[config.mk]
export PLATFORM = sky130hd
export DESIGN_NAME = wbf_rd_arb_flat
export DESIGN_NICKNAME = d
export VERILOG_FILES = /design/src/rtl/wbf_rd_arb_pkg.sv /design/src/rtl/wbf_rd_arb_if.sv /design/src/rtl/wbf_rd_arb_id_fifo.sv /design/src/rtl/wbf_rd_arb.sv /design/src/flat_wrapper.sv
export SDC_FILE = /design/constraint.sdc
export NUM_CORES = 1
export LEC_CHECK = 0
export BUFFER_PORTS_ARGS = -buffer_cell sky130_fd_sc_hd__buf_2
export CORE_UTILIZATION = 47
export CTS_CLUSTER_DIAMETER = 120
export DETAILED_ROUTE_END_ITERATION = 8
export HOLD_SLACK_MARGIN = 0.03
export PLACE_DENSITY_LB_ADDON = 0.08
export SLEW_MARGIN = 40
export SYNTH_ARGS = -nofsm -noshare
export SYNTH_HDL_FRONTEND = slang
export SYNTH_SLANG_ARGS = --single-unit
[constraint.sdc]
create_clock -name clk -period 7.27 [get_ports clk]
set_input_delay 1.454 -clock clk [delete_from_list [all_inputs] [get_ports clk]]
set_output_delay 1.454 -clock clk [all_outputs]
set_load 0.05 [all_outputs]
[src/rtl/wbf_rd_arb_pkg.sv]
// Purpose: shared types, default widths and helpers for the WBF read arbiter.
// Latency: n/a (declarations only).
// Backpressure: n/a.
package wbf_rd_arb_pkg;

    localparam int NUM_PORT_DEF       = 4;
    localparam int DATA_WIDTH_DEF     = 8;
    localparam int WEI_ADDR_WIDTH_DEF = 8;
    localparam int OUT_DEPTH_DEF      = 4;

    localparam int PORT_ID_W = $clog2(NUM_PORT_DEF);

    typedef enum logic [1:0] {
        IDLE  = 2'd0,
        RUN   = 2'd1,
        DRAIN = 2'd2
    } state_e;

    // Index width that never collapses to zero bits for degenerate sizes.
    function automatic int idx_width(input int n);
        return (n > 1) ? $clog2(n) : 1;
    endfunction

endpackage

[src/rtl/wbf_rd_arb_if.sv]
// Purpose: bundles the config, PE-row and WBF read channels of the arbiter.
// Latency: n/a (wiring only).
// Backpressure: valid/ready on every channel.
// Ports: slave = arbiter view, master = environment (config, PE rows, WBF) view.
interface wbf_rd_arb_if #(
    parameter int NUM_PORT       = 4,
    parameter int DATA_WIDTH     = 8,
    parameter int WEI_ADDR_WIDTH = 8
);
    logic                                       TOPARB_CfgVld;
    logic [NUM_PORT-1:0]                        TOPARB_CfgMsk;
    logic                                       ARBTOP_CfgRdy;

    logic [NUM_PORT-1:0]                        PERARB_AdrVld;
    logic [NUM_PORT-1:0][WEI_ADDR_WIDTH-1:0]    PERARB_Adr;
    logic [NUM_PORT-1:0]                        ARBPER_AdrRdy;

    logic [NUM_PORT-1:0]                        ARBPER_DatVld;
    logic [NUM_PORT-1:0][DATA_WIDTH-1:0]        ARBPER_Dat;
    logic [NUM_PORT-1:0]                        PERARB_DatRdy;

    logic                                       ARBWBF_AdrVld;
    logic [WEI_ADDR_WIDTH-1:0]                  ARBWBF_Adr;
    logic                                       WBFARB_AdrRdy;

    logic                                       WBFARB_DatVld;
    logic [DATA_WIDTH-1:0]                      WBFARB_Dat;
    logic                                       ARBWBF_DatRdy;

    modport slave (
        input  TOPARB_CfgVld, TOPARB_CfgMsk,
        output ARBTOP_CfgRdy,
        input  PERARB_AdrVld, PERARB_Adr,
        output ARBPER_AdrRdy,
        output ARBPER_DatVld, ARBPER_Dat,
        input  PERARB_DatRdy,
        output ARBWBF_AdrVld, ARBWBF_Adr,
        input  WBFARB_AdrRdy,
        input  WBFARB_DatVld, WBFARB_Dat,
        output ARBWBF_DatRdy
    );

    modport master (
        output TOPARB_CfgVld, TOPARB_CfgMsk,
        input  ARBTOP_CfgRdy,
        output PERARB_AdrVld, PERARB_Adr,
        input  ARBPER_AdrRdy,
        input  ARBPER_DatVld, ARBPER_Dat,
        output PERARB_DatRdy,
        input  ARBWBF_AdrVld, ARBWBF_Adr,
        output WBFARB_AdrRdy,
        output WBFARB_DatVld, WBFARB_Dat,
        input  ARBWBF_DatRdy
    );

endinterface

[src/rtl/wbf_rd_arb_id_fifo.sv]
// Purpose: in-order FIFO of granted port IDs, one entry per outstanding WBF read.
// Latency: head visible the cycle after the first push; pop frees an entry next cycle.
// Backpressure: push ignored when full (even with a same-cycle pop), pop ignored when empty.
// Ports: clk/rst_n, push_i+din_i, pop_i, full_o, empty_o, head_o.
module arb_id_fifo
    import wbf_rd_arb_pkg::*;
#(
    parameter int DEPTH = OUT_DEPTH_DEF,
    parameter int W     = PORT_ID_W
) (
    input  logic         clk,
    input  logic         rst_n,
    input  logic         push_i,
    input  logic [W-1:0] din_i,
    input  logic         pop_i,
    output logic         full_o,
    output logic         empty_o,
    output logic [W-1:0] head_o
);
    localparam int AW = idx_width(DEPTH);
    localparam int CW = $clog2(DEPTH + 1);

    logic [W-1:0]  mem_q [DEPTH];
    logic [AW-1:0] wr_q, wr_d, rd_q, rd_d;
    logic [CW-1:0] cnt_q, cnt_d;
    logic          do_push, do_pop;

    assign full_o  = (cnt_q == CW'(DEPTH));
    assign empty_o = (cnt_q == '0);
    assign head_o  = mem_q[rd_q];

    // No bypass: a full FIFO refuses the push even when an entry leaves this cycle.
    assign do_push = push_i & ~full_o;
    assign do_pop  = pop_i  & ~empty_o;

    always_comb begin
        wr_d  = wr_q;
        rd_d  = rd_q;
        cnt_d = cnt_q;
        if (do_push) begin
            wr_d = (wr_q == AW'(DEPTH - 1)) ? '0 : wr_q + AW'(1);
        end
        if (do_pop) begin
            rd_d = (rd_q == AW'(DEPTH - 1)) ? '0 : rd_q + AW'(1);
        end
        if (do_push && !do_pop) begin
            cnt_d = cnt_q + CW'(1);
        end else if (do_pop && !do_push) begin
            cnt_d = cnt_q - CW'(1);
        end
    end

    always_ff @(posedge clk or negedge rst_n) begin
        if (!rst_n) begin
            wr_q  <= '0;
            rd_q  <= '0;
            cnt_q <= '0;
        end else begin
            wr_q  <= wr_d;
            rd_q  <= rd_d;
            cnt_q <= cnt_d;
        end
    end

    // Payload storage needs no reset: an entry is only read after it is written.
    always_ff @(posedge clk) begin
        if (do_push) begin
            mem_q[wr_q] <= din_i;
        end
    end

endmodule

[src/rtl/wbf_rd_arb.sv]
// Purpose: round-robin share of the single WBF read port among NUM_PORT PE rows, in-order data return.
// Latency: 0-cycle grant (request->WBF address combinational); data routed combinationally from WBF.
// Backpressure: WBF AdrRdy and a full ID FIFO stall grants; head port DatRdy stalls WBF data.
// Ports: clk, rst_n (async active-low), bus (wbf_rd_arb_if.slave: config, PE-row addr/data, WBF addr/data).
module wbf_rd_arb
    import wbf_rd_arb_pkg::*;
#(
    parameter int NUM_PORT       = NUM_PORT_DEF,
    parameter int DATA_WIDTH     = DATA_WIDTH_DEF,
    parameter int WEI_ADDR_WIDTH = WEI_ADDR_WIDTH_DEF,
    parameter int OUT_DEPTH      = OUT_DEPTH_DEF
) (
    input  logic          clk,
    input  logic          rst_n,
    wbf_rd_arb_if.slave   bus
);
    localparam int IDW = idx_width(NUM_PORT);

    state_e              state_q, state_d;
    logic [NUM_PORT-1:0] mask_q, mask_d;
    logic [IDW-1:0]      ptr_q, ptr_d;

    logic [NUM_PORT-1:0] req;
    logic [IDW-1:0]      grant;
    logic                found;
    logic [IDW-1:0]      cand;
    logic                run;
    logic                adr_vld;
    logic [NUM_PORT-1:0] adr_rdy;
    logic                push, pop;
    logic                full, empty;
    logic [IDW-1:0]      head;
    logic [NUM_PORT-1:0] dat_vld;
    logic                dat_rdy;
    logic                cfg_rdy;

    assign req = bus.PERARB_AdrVld & mask_q;
    assign run = (state_q == RUN);

    // Search upward from the RR pointer with wrap-around; first requester wins.
    always_comb begin
        grant = '0;
        found = 1'b0;
        cand  = '0;
        for (int i = 0; i < NUM_PORT; i++) begin
            cand = IDW'((int'(ptr_q) + i) % NUM_PORT);
            if (!found && req[cand]) begin
                grant = cand;
                found = 1'b1;
            end
        end
    end

    // Address channel: only RUN issues reads, and only while an ID slot is free.
    always_comb begin
        adr_vld = run & found & ~full;
        adr_rdy = '0;
        if (adr_vld && bus.WBFARB_AdrRdy) begin
            adr_rdy[grant] = 1'b1;
        end
    end

    assign push = adr_vld & bus.WBFARB_AdrRdy;

    assign bus.ARBWBF_AdrVld = adr_vld;
    assign bus.ARBWBF_Adr    = adr_vld ? bus.PERARB_Adr[grant] : '0;
    assign bus.ARBPER_AdrRdy = adr_rdy;

    // Pointer moves past the winner only on an accepted address, so a stalled grant holds.
    assign ptr_d = push ? IDW'((int'(grant) + 1) % NUM_PORT) : ptr_q;

    // Data channel: the FIFO head names the port that owns the returning datum.
    // Data with an empty FIFO is a WBF protocol error and is neither routed nor accepted.
    always_comb begin
        dat_vld = '0;
        dat_rdy = 1'b0;
        if (!empty) begin
            dat_vld[head] = bus.WBFARB_DatVld;
            dat_rdy       = bus.PERARB_DatRdy[head];
        end
    end

    assign pop = dat_rdy & bus.WBFARB_DatVld;

    assign bus.ARBPER_DatVld = dat_vld;
    assign bus.ARBWBF_DatRdy = dat_rdy;
    assign bus.ARBPER_Dat    = {NUM_PORT{bus.WBFARB_Dat}};

    // Config FSM: a new mask is only accepted once no reads are outstanding.
    always_comb begin
        state_d = state_q;
        mask_d  = mask_q;
        cfg_rdy = 1'b0;
        unique case (state_q)
            IDLE: begin
                cfg_rdy = 1'b1;
                if (bus.TOPARB_CfgVld) begin
                    mask_d  = bus.TOPARB_CfgMsk;
                    state_d = (|bus.TOPARB_CfgMsk) ? RUN : IDLE;
                end
            end
            RUN: begin
                if (bus.TOPARB_CfgVld) begin
                    state_d = DRAIN;
                end
            end
            DRAIN: begin
                cfg_rdy = empty;
                if (bus.TOPARB_CfgVld && empty) begin
                    mask_d  = bus.TOPARB_CfgMsk;
                    state_d = (|bus.TOPARB_CfgMsk) ? RUN : IDLE;
                end
            end
            default: begin
                state_d = IDLE;
            end
        endcase
    end

    assign bus.ARBTOP_CfgRdy = cfg_rdy;

    always_ff @(posedge clk or negedge rst_n) begin
        if (!rst_n) begin
            state_q <= IDLE;
            mask_q  <= '0;
            ptr_q   <= '0;
        end else begin
            state_q <= state_d;
            mask_q  <= mask_d;
            ptr_q   <= ptr_d;
        end
    end

    arb_id_fifo #(
        .DEPTH (OUT_DEPTH),
        .W     (IDW)
    ) u_id_fifo (
        .clk     (clk),
        .rst_n   (rst_n),
        .push_i  (push),
        .din_i   (grant),
        .pop_i   (pop),
        .full_o  (full),
        .empty_o (empty),
        .head_o  (head)
    );

endmodule

[src/flat_wrapper.sv]
// flat-port wrapper written by rule: the top's interface ports become plain ports
module wbf_rd_arb_flat import wbf_rd_arb_pkg::*;
#(
    parameter int NUM_PORT       = NUM_PORT_DEF,
    parameter int DATA_WIDTH     = DATA_WIDTH_DEF,
    parameter int WEI_ADDR_WIDTH = WEI_ADDR_WIDTH_DEF,
    parameter int OUT_DEPTH      = OUT_DEPTH_DEF
)
  (clk, rst_n, bus_TOPARB_CfgVld, bus_TOPARB_CfgMsk, bus_ARBTOP_CfgRdy, bus_PERARB_AdrVld, bus_PERARB_Adr, bus_ARBPER_AdrRdy, bus_ARBPER_DatVld, bus_ARBPER_Dat, bus_PERARB_DatRdy, bus_ARBWBF_AdrVld, bus_ARBWBF_Adr, bus_WBFARB_AdrRdy, bus_WBFARB_DatVld, bus_WBFARB_Dat, bus_ARBWBF_DatRdy);
  wbf_rd_arb_if #(.NUM_PORT(NUM_PORT), .DATA_WIDTH(DATA_WIDTH), .WEI_ADDR_WIDTH(WEI_ADDR_WIDTH)) bus_i ();
  input  logic clk;
  input  logic rst_n;
  input wire logic [$bits(bus_i.TOPARB_CfgVld)-1:0] bus_TOPARB_CfgVld;
  input wire logic [$bits(bus_i.TOPARB_CfgMsk)-1:0] bus_TOPARB_CfgMsk;
  output wire logic [$bits(bus_i.ARBTOP_CfgRdy)-1:0] bus_ARBTOP_CfgRdy;
  input wire logic [$bits(bus_i.PERARB_AdrVld)-1:0] bus_PERARB_AdrVld;
  input wire logic [$bits(bus_i.PERARB_Adr)-1:0] bus_PERARB_Adr;
  output wire logic [$bits(bus_i.ARBPER_AdrRdy)-1:0] bus_ARBPER_AdrRdy;
  output wire logic [$bits(bus_i.ARBPER_DatVld)-1:0] bus_ARBPER_DatVld;
  output wire logic [$bits(bus_i.ARBPER_Dat)-1:0] bus_ARBPER_Dat;
  input wire logic [$bits(bus_i.PERARB_DatRdy)-1:0] bus_PERARB_DatRdy;
  output wire logic [$bits(bus_i.ARBWBF_AdrVld)-1:0] bus_ARBWBF_AdrVld;
  output wire logic [$bits(bus_i.ARBWBF_Adr)-1:0] bus_ARBWBF_Adr;
  input wire logic [$bits(bus_i.WBFARB_AdrRdy)-1:0] bus_WBFARB_AdrRdy;
  input wire logic [$bits(bus_i.WBFARB_DatVld)-1:0] bus_WBFARB_DatVld;
  input wire logic [$bits(bus_i.WBFARB_Dat)-1:0] bus_WBFARB_Dat;
  output wire logic [$bits(bus_i.ARBWBF_DatRdy)-1:0] bus_ARBWBF_DatRdy;
  assign bus_i.TOPARB_CfgVld = bus_TOPARB_CfgVld;
  assign bus_i.TOPARB_CfgMsk = bus_TOPARB_CfgMsk;
  assign bus_ARBTOP_CfgRdy = bus_i.ARBTOP_CfgRdy;
  assign bus_i.PERARB_AdrVld = bus_PERARB_AdrVld;
  assign bus_i.PERARB_Adr = bus_PERARB_Adr;
  assign bus_ARBPER_AdrRdy = bus_i.ARBPER_AdrRdy;
  assign bus_ARBPER_DatVld = bus_i.ARBPER_DatVld;
  assign bus_ARBPER_Dat = bus_i.ARBPER_Dat;
  assign bus_i.PERARB_DatRdy = bus_PERARB_DatRdy;
  assign bus_ARBWBF_AdrVld = bus_i.ARBWBF_AdrVld;
  assign bus_ARBWBF_Adr = bus_i.ARBWBF_Adr;
  assign bus_i.WBFARB_AdrRdy = bus_WBFARB_AdrRdy;
  assign bus_i.WBFARB_DatVld = bus_WBFARB_DatVld;
  assign bus_i.WBFARB_Dat = bus_WBFARB_Dat;
  assign bus_ARBWBF_DatRdy = bus_i.ARBWBF_DatRdy;
  wbf_rd_arb #(.NUM_PORT(NUM_PORT), .DATA_WIDTH(DATA_WIDTH), .WEI_ADDR_WIDTH(WEI_ADDR_WIDTH), .OUT_DEPTH(OUT_DEPTH)) u_core (.clk(clk), .rst_n(rst_n), .bus(bus_i));
endmodule
==> results of run 1 <==
-- cells in the mapped netlist (all sizes together) --
| master | count |
|---|---|
| a211o | 1 |
| a211oi | 2 |
| a21oi | 3 |
| a22oi | 2 |
| and2 | 1 |
| and3 | 8 |
| and3b | 1 |
| buf | 34 |
| clkbuf | 2 |
| dfrtp | 15 |
| edfxtp | 8 |
| fa | 1 |
| ha | 10 |
| inv | 8 |
| mux2 | 8 |
| mux2i | 18 |
| mux4 | 2 |
| nand2 | 10 |
| nand2b | 1 |
| nand3 | 3 |
| nand4b | 1 |
| nor2 | 11 |
| nor3 | 1 |
| nor3b | 2 |
| nor4 | 1 |
| o21a | 1 |
| o21ai | 4 |
| o22a | 1 |
| o22ai | 10 |
| o31ai | 1 |
| or2 | 1 |
| or3 | 1 |
| xnor2 | 1 |
| xor2 | 2 |
-- power groups by stage --
stage               sequential (mW)  clock [mW]  combinational (mW)
floorplan                     0.229           0               0.452
global placement              0.238           0               0.493
detailed placement            0.241           0               0.509
CTS                           0.239      0.0774               0.510
global route                  0.248      0.0824               0.552
finish                        0.238      0.0748               0.504
-- cells by family (layout without fill, tap and decap cells) --
group | Yosys count | in the layout | share of synthesized area
xor+xnor | 3 | 3 | 0.0147
compound gates | 25 | 25 | 0.0898
buf+inv | 44 | 81 | 0.165
simple gates | 42 | 42 | 0.123
mux | 28 | 28 | 0.181
flops | 23 | 23 | 0.345
fa+ha+maj | 11 | 11 | 0.0813
-- final timing paths --
path                       cells past startpoint                        end                 startpoint
min reg2reg                                    1  u_core.u_id_fifo.cnt_q[2]  u_core.u_id_fifo.cnt_q[2]
min in group asynchronous                      1  u_core.u_id_fifo.cnt_q[0]                      rst_n
max                                            9       bus_ARBPER_AdrRdy[2]       bus_PERARB_AdrVld[0]
max in group asynchronous                      1   u_core.u_id_fifo.wr_q[1]                      rst_n
max reg2reg                                    9  u_core.u_id_fifo.cnt_q[1]   u_core.u_id_fifo.rd_q[0]
min                                            1  u_core.u_id_fifo.cnt_q[2]  u_core.u_id_fifo.cnt_q[2]
-- routing by layer --
metal  GRT usage  share of wire  up-vias
met5           0              0        -
met3      0.0236          0.062        4
li1            -              -      670
met2       0.331           0.53       69
met4      0.0540          0.010        0
met1       0.173           0.40      610
-- registers in the layout, summed over array words and instances (netlist names) --
| register | cells |
|---|---|
| u_core.mask_q | 4 |
| u_core.ptr_q | 2 |
| u_core.state_q | 2 |
| u_core.u_id_fifo.cnt_q | 3 |
| u_core.u_id_fifo.mem_q | 8 |
| u_core.u_id_fifo.rd_q | 2 |
| u_core.u_id_fifo.wr_q | 2 |
-- layout make-up --
cell class | count | area, sq um | area share
flip-flops and latches | 23 | 616 | 0.310
inverters | 8 | 30.0 | 0.0151
multi-input cells | 109 | 887 | 0.446
well taps | 48 | 60.1 | 0.0302
repair buffers | 69 | 350 | 0.176
clock buffers | 4 | 45.0 | 0.0227
-- metrics by stage --
| stage | setup slack (ps) | power, mW | hold WS [ps] | util | instance area (sq um) |
|---|---|---|---|---|---|
| floorplan | 2250 | 0.681 | 469 | - | 1780 |
| global route | 2640 | 0.883 | 552 | 0.543 | 1990 |
| global placement | 2830 | 0.731 | 483 | 0.531 | 1940 |
| CTS | 2730 | 0.827 | 512 | 0.543 | 1990 |
| detailed placement | 2730 | 0.750 | 501 | 0.531 | 1940 |
| finish | 2720 | 0.817 | 509 | 0.543 | 1990 |
-- worst max-delay path, stage by stage --
cell	delay (ps)
buf_2	120
nand3_1	100
nand3_1	130
a211oi_4	270
buf_4	340
inv_1	120
ha_1	200
and3_1	150
buf_2	200
==> flow_metrics.tcl, run 1 <==
set metrics [dict create \
    slew_violations 0 \
    slew_headroom 0.703 \
    power_density_nw_per_um2 411 \
    yosysUniqueCellTypes 41 \
    drcViolationCount 0 \
    hold_path.class "flip-flop to flip-flop" \
    p_clk_frac 0.092 \
    cts_tree "built" \
    overflow 0 \
    yosysSeqAreaShare 0.345 \
    p_switching_mw 0.399 \
    worstPathRequired_ps 5820 \
    max-vdd-ir-drop_uv 219 \
    placed_cells 257 \
    p_leak_nw 0.991 \
    setup_violations 0 \
    synth_area_per_cell_sq_um 10.1 \
    htree_levels 1 \
    drt_iter0_drc 40 \
    io_pins 108 \
    min_period_ps 4550 \
    synth_area_leaders "dfrtp_1 21%, buf_4 13%, edfxtp_1 13%" \
    yosys.area.top_type_share 0.210 \
    area_growth_pct 11.4 \
    most-common-layout-cells "67 x buf_2, 18 x mux2i_1, 15 x dfrtp_1" \
    clk_latency_ps 250 \
    die-area_sq_um 4050 \
    dr_total_vias 1353 \
    status "finished, final reports clean" \
    hold_viol 0 \
    swShare 0.489 \
    start_util 0.487 \
    n_antenna_cell 0 \
    sequentialPowerShare 0.291 \
    synthesis.area_sq_um 1780 \
    wirelength_microns 3310 \
    numCtsBuffers 3 \
    io_buffers 67 \
    ant_nets 0 \
    clk_pin_slew_ps 80 \
    cts-root-buf "clkbuf_8" \
    synth.net_count 244 \
    max-cap-violations 0 \
    crit_arrival_ps 3090 \
    avgRoutedWirePerCell_microns 12.7 \
    synth-seq-cells 23 \
    grt_pass1_wl_microns 5300 \
    fillCellCount 328 \
    rsz0062_at_grt "no" \
    nNetsFinal 282 \
    place_hpwl_microns 2770 \
    finClkSkew_ps 8.23 \
    cts_hold_buffers 0 \
    crit_path_start_kind "input port" \
    final_common_cell "buf_2" \
    critical_path_class "input port to output port" \
    grt_max_degree 25 \
    antenna_found_initial 0 \
    max_freq_mhz 220 \
    num_rows 22 \
    synthCells 176 \
    stdcell_count 261 \
    gp_congestion 0.789 \
    cts_num_sinks 23 \
    drive_gt1_frac 0.371 \
    yosys_warnings 0 \
    die_h_microns 63.6 \
    viasPerCell 5.18 \
    core_area_sq_um 3660 \
    intPower_mw 0.417 \
    grt_usage 0.166 \
    cp_max_fo 24 \
    die_width_microns 63.6 \
    min_period_over_period 0.625 \
    ctsResizeCount 0 \
    drtPass1Iterations 4 \
    crit_path_end_kind "output port" \
    clockBufferDepth 2 \
    pwr-share-comb 0.617 \
    rrSetupSlack_ps 4570 \
    post-cts-setup-buffers 0 \
    worstMarginPinSlew_ps 442 \
    synth_largest_area_cell "dfrtp_1" \
    setup_tns_ps 0 \
    grt_pass1_vias 1285 \
]
Power figures use the tool's default switching activity.
==> run 2, diff against run 1 <==
--- a/config.mk
+++ b/config.mk
@@ -6,7 +6,7 @@
 export NUM_CORES = 1
 export LEC_CHECK = 0
 export BUFFER_PORTS_ARGS = -buffer_cell sky130_fd_sc_hd__buf_2
-export CORE_UTILIZATION = 47
+export CORE_UTILIZATION = 44
 export CTS_CLUSTER_DIAMETER = 120
 export DETAILED_ROUTE_END_ITERATION = 8
 export HOLD_SLACK_MARGIN = 0.03
==> constraint.sdc (replaced) <==
create_clock -name clk -period 4.5 [get_ports clk]
set_input_delay 0.9 -clock clk [delete_from_list [all_inputs] [get_ports clk]]
set_output_delay 0.9 -clock clk [all_outputs]
set_load 0.05 [all_outputs]
==> run 2 against run 1 <==
Routed wire length increased by 2.6%; flip-flop and latch count unchanged; via count decreased by 0.89%; global-route usage increased by 0.51 points; register-to-register slack got worse by 2800 ps; first-iteration DRC count increased by 55%; hold slack improved by 6.0 ps; clock power increased by 66%; critical path depth unchanged; combinational power increased by 63%; non-clock buffer count unchanged; critical endpoint is now bus_ARBPER_AdrRdy[0]; highest routed layer unchanged.
==> flow_metrics.tcl, run 2 (synthesis gave the netlist of run 1 again) <==
set metrics [dict create \
    slew_violations 0 \
    cts-root-buf "clkbuf_8" \
    core_area_sq_um 3770 \
    clk_latency_ps 260 \
    p_switching_mw 0.654 \
    nNetsFinal 282 \
    setup_violations 0 \
    rrSetupSlack_ps 1760 \
    finClkSkew_ps 4.28 \
    post-cts-setup-buffers 0 \
    num_rows 22 \
    status "finished, final reports clean" \
    ctsResizeCount 0 \
    min_period_over_period 0.764 \
    viasPerCell 5.14 \
    cts_tree "built" \
    reg2reg_depth 9 \
    n_antenna_cell 0 \
    overflow 0 \
    place_hpwl_microns 2830 \
    grt_pass1_wl_microns 5580 \
    p_clk_frac 0.094 \
    biggestRegsByFlops "u_core.u_id_fifo.mem_q (8), u_core.mask_q (4), u_core.u_id_fifo.cnt_q (3)" \
    hold_viol 0 \
    drive_gt1_frac 0.376 \
    htree_levels 1 \
    min_period_ps 3440 \
    r2r_start "u_core.u_id_fifo.rd_q[0]" \
    rsz0062_at_grt "no" \
    start_util 0.473 \
    totalPowerFinal_mw 1.33 \
    die_h_microns 65.7 \
    crit_path_start_kind "input port" \
    crit_arrival_ps 2540 \
    sequentialPowerShare 0.289 \
    clk_pin_slew_ps 80 \
    worstMarginPinSlew_ps 440 \
    holdPathStages 1 \
    swShare 0.493 \
    numCtsBuffers 3 \
    grt_usage 0.171 \
    crit_path_end_kind "output port" \
    io_buffers 67 \
    r2r-end "u_core.u_id_fifo.cnt_q[1]" \
    worstPathRequired_ps 3600 \
    die_width_microns 65.7 \
    clockBufferDepth 2 \
    drtPass1Iterations 4 \
    pwr-share-comb 0.617 \
    p_leak_nw 0.994 \
    area_growth_pct 11.5 \
    drt_iter0_drc 62 \
    max-cap-violations 0 \
    largest-register "u_core.u_id_fifo.mem_q" \
    avgRoutedWirePerCell_microns 13.0 \
    most-common-layout-cells "67 x buf_2, 18 x mux2i_1, 15 x dfrtp_1" \
    critical_path_class "input port to output port" \
    largest_reg_flops 8 \
    cp_max_fo 24 \
    hold_path_end "u_core.u_id_fifo.cnt_q[2]" \
    max_freq_mhz 291 \
    drcViolationCount 0 \
    cts_hold_buffers 0 \
    grt_pass1_vias 1308 \
    max-vdd-ir-drop_uv 271 \
    io_pins 108 \
    hold_path.class "flip-flop to flip-flop" \
    wirelength_microns 3400 \
    intPower_mw 0.674 \
    cts_num_sinks 23 \
    gp_congestion 0.820 \
    die-area_sq_um 4310 \
    antenna_found_initial 0 \
    ant_nets 0 \
    grt_max_degree 25 \
    hp-start "u_core.u_id_fifo.cnt_q[2]" \
    final_common_cell "buf_2" \
    setup_tns_ps 0 \
    power_density_nw_per_um2 668 \
    dr_total_vias 1341 \
    slew_headroom 0.704 \
]
[run 2: metal layers]
metal  vias to the layer above  global-route usage  wire, microns
met4                         0              0.0761             49
met1                       606               0.189           1310
met5                         -                   0              0
met3                         4              0.0295            235
li1                        667                   -              -
met2                        64               0.315           1800
[run 2: critical path, cell delays in order]
cell and delay, ps:
buf_2 110, nand3_1 90, nand3_1 140, a211oi_4 260, buf_4 350, inv_1 120
ha_1 200, and3_1 160, buf_2 200
[run 2: through the flow]
step                      area, sq um  setup slack [ps]  hold WS [ps]  std cells  utilization
after floorplan                  1780               590           469        176            -
after global placement           1940              1160           483        257        0.515
after detailed placement         1940              1050           504        257        0.515
after CTS                        1990              1050           514        261        0.528
after global routing             1990               946           545        261        0.528
final                            1990              1060           515        261        0.528
[run 2: worst max-delay path by stage]
stage | cells after the start | end | start
floorplan | 5 | bus_ARBWBF_Adr[6] | bus_PERARB_AdrVld[3]
global placement | 9 | bus_ARBPER_AdrRdy[2] | bus_PERARB_AdrVld[0]
detailed placement | 9 | bus_ARBPER_AdrRdy[0] | bus_PERARB_AdrVld[0]
CTS | 9 | bus_ARBPER_AdrRdy[0] | bus_PERARB_AdrVld[0]
global route | 8 | bus_ARBWBF_Adr[6] | bus_PERARB_AdrVld[0]
finish | 9 | bus_ARBPER_AdrRdy[0] | bus_PERARB_AdrVld[0]
[run 2: power groups by stage]
stage / sequential (mW) / clock (mW) / combinational (mW)
after floorplan: 0.370 / 0 / 0.731
after global placement: 0.384 / 0 / 0.800
after detailed placement: 0.389 / 0 / 0.828
after CTS: 0.385 / 0.129 / 0.832
after global routing: 0.403 / 0.138 / 0.903
final: 0.384 / 0.124 / 0.820
[run 2: layout make-up]
class | count | area (sq um)
well taps | 48 | 60.1
inverters | 8 | 30.0
fillers | 336 | 1780
clock inverters | 1 | 5.00
multi-input cells | 109 | 887
flip-flops and latches | 23 | 616
repair buffers | 69 | 350
clock buffers | 3 | 41.3
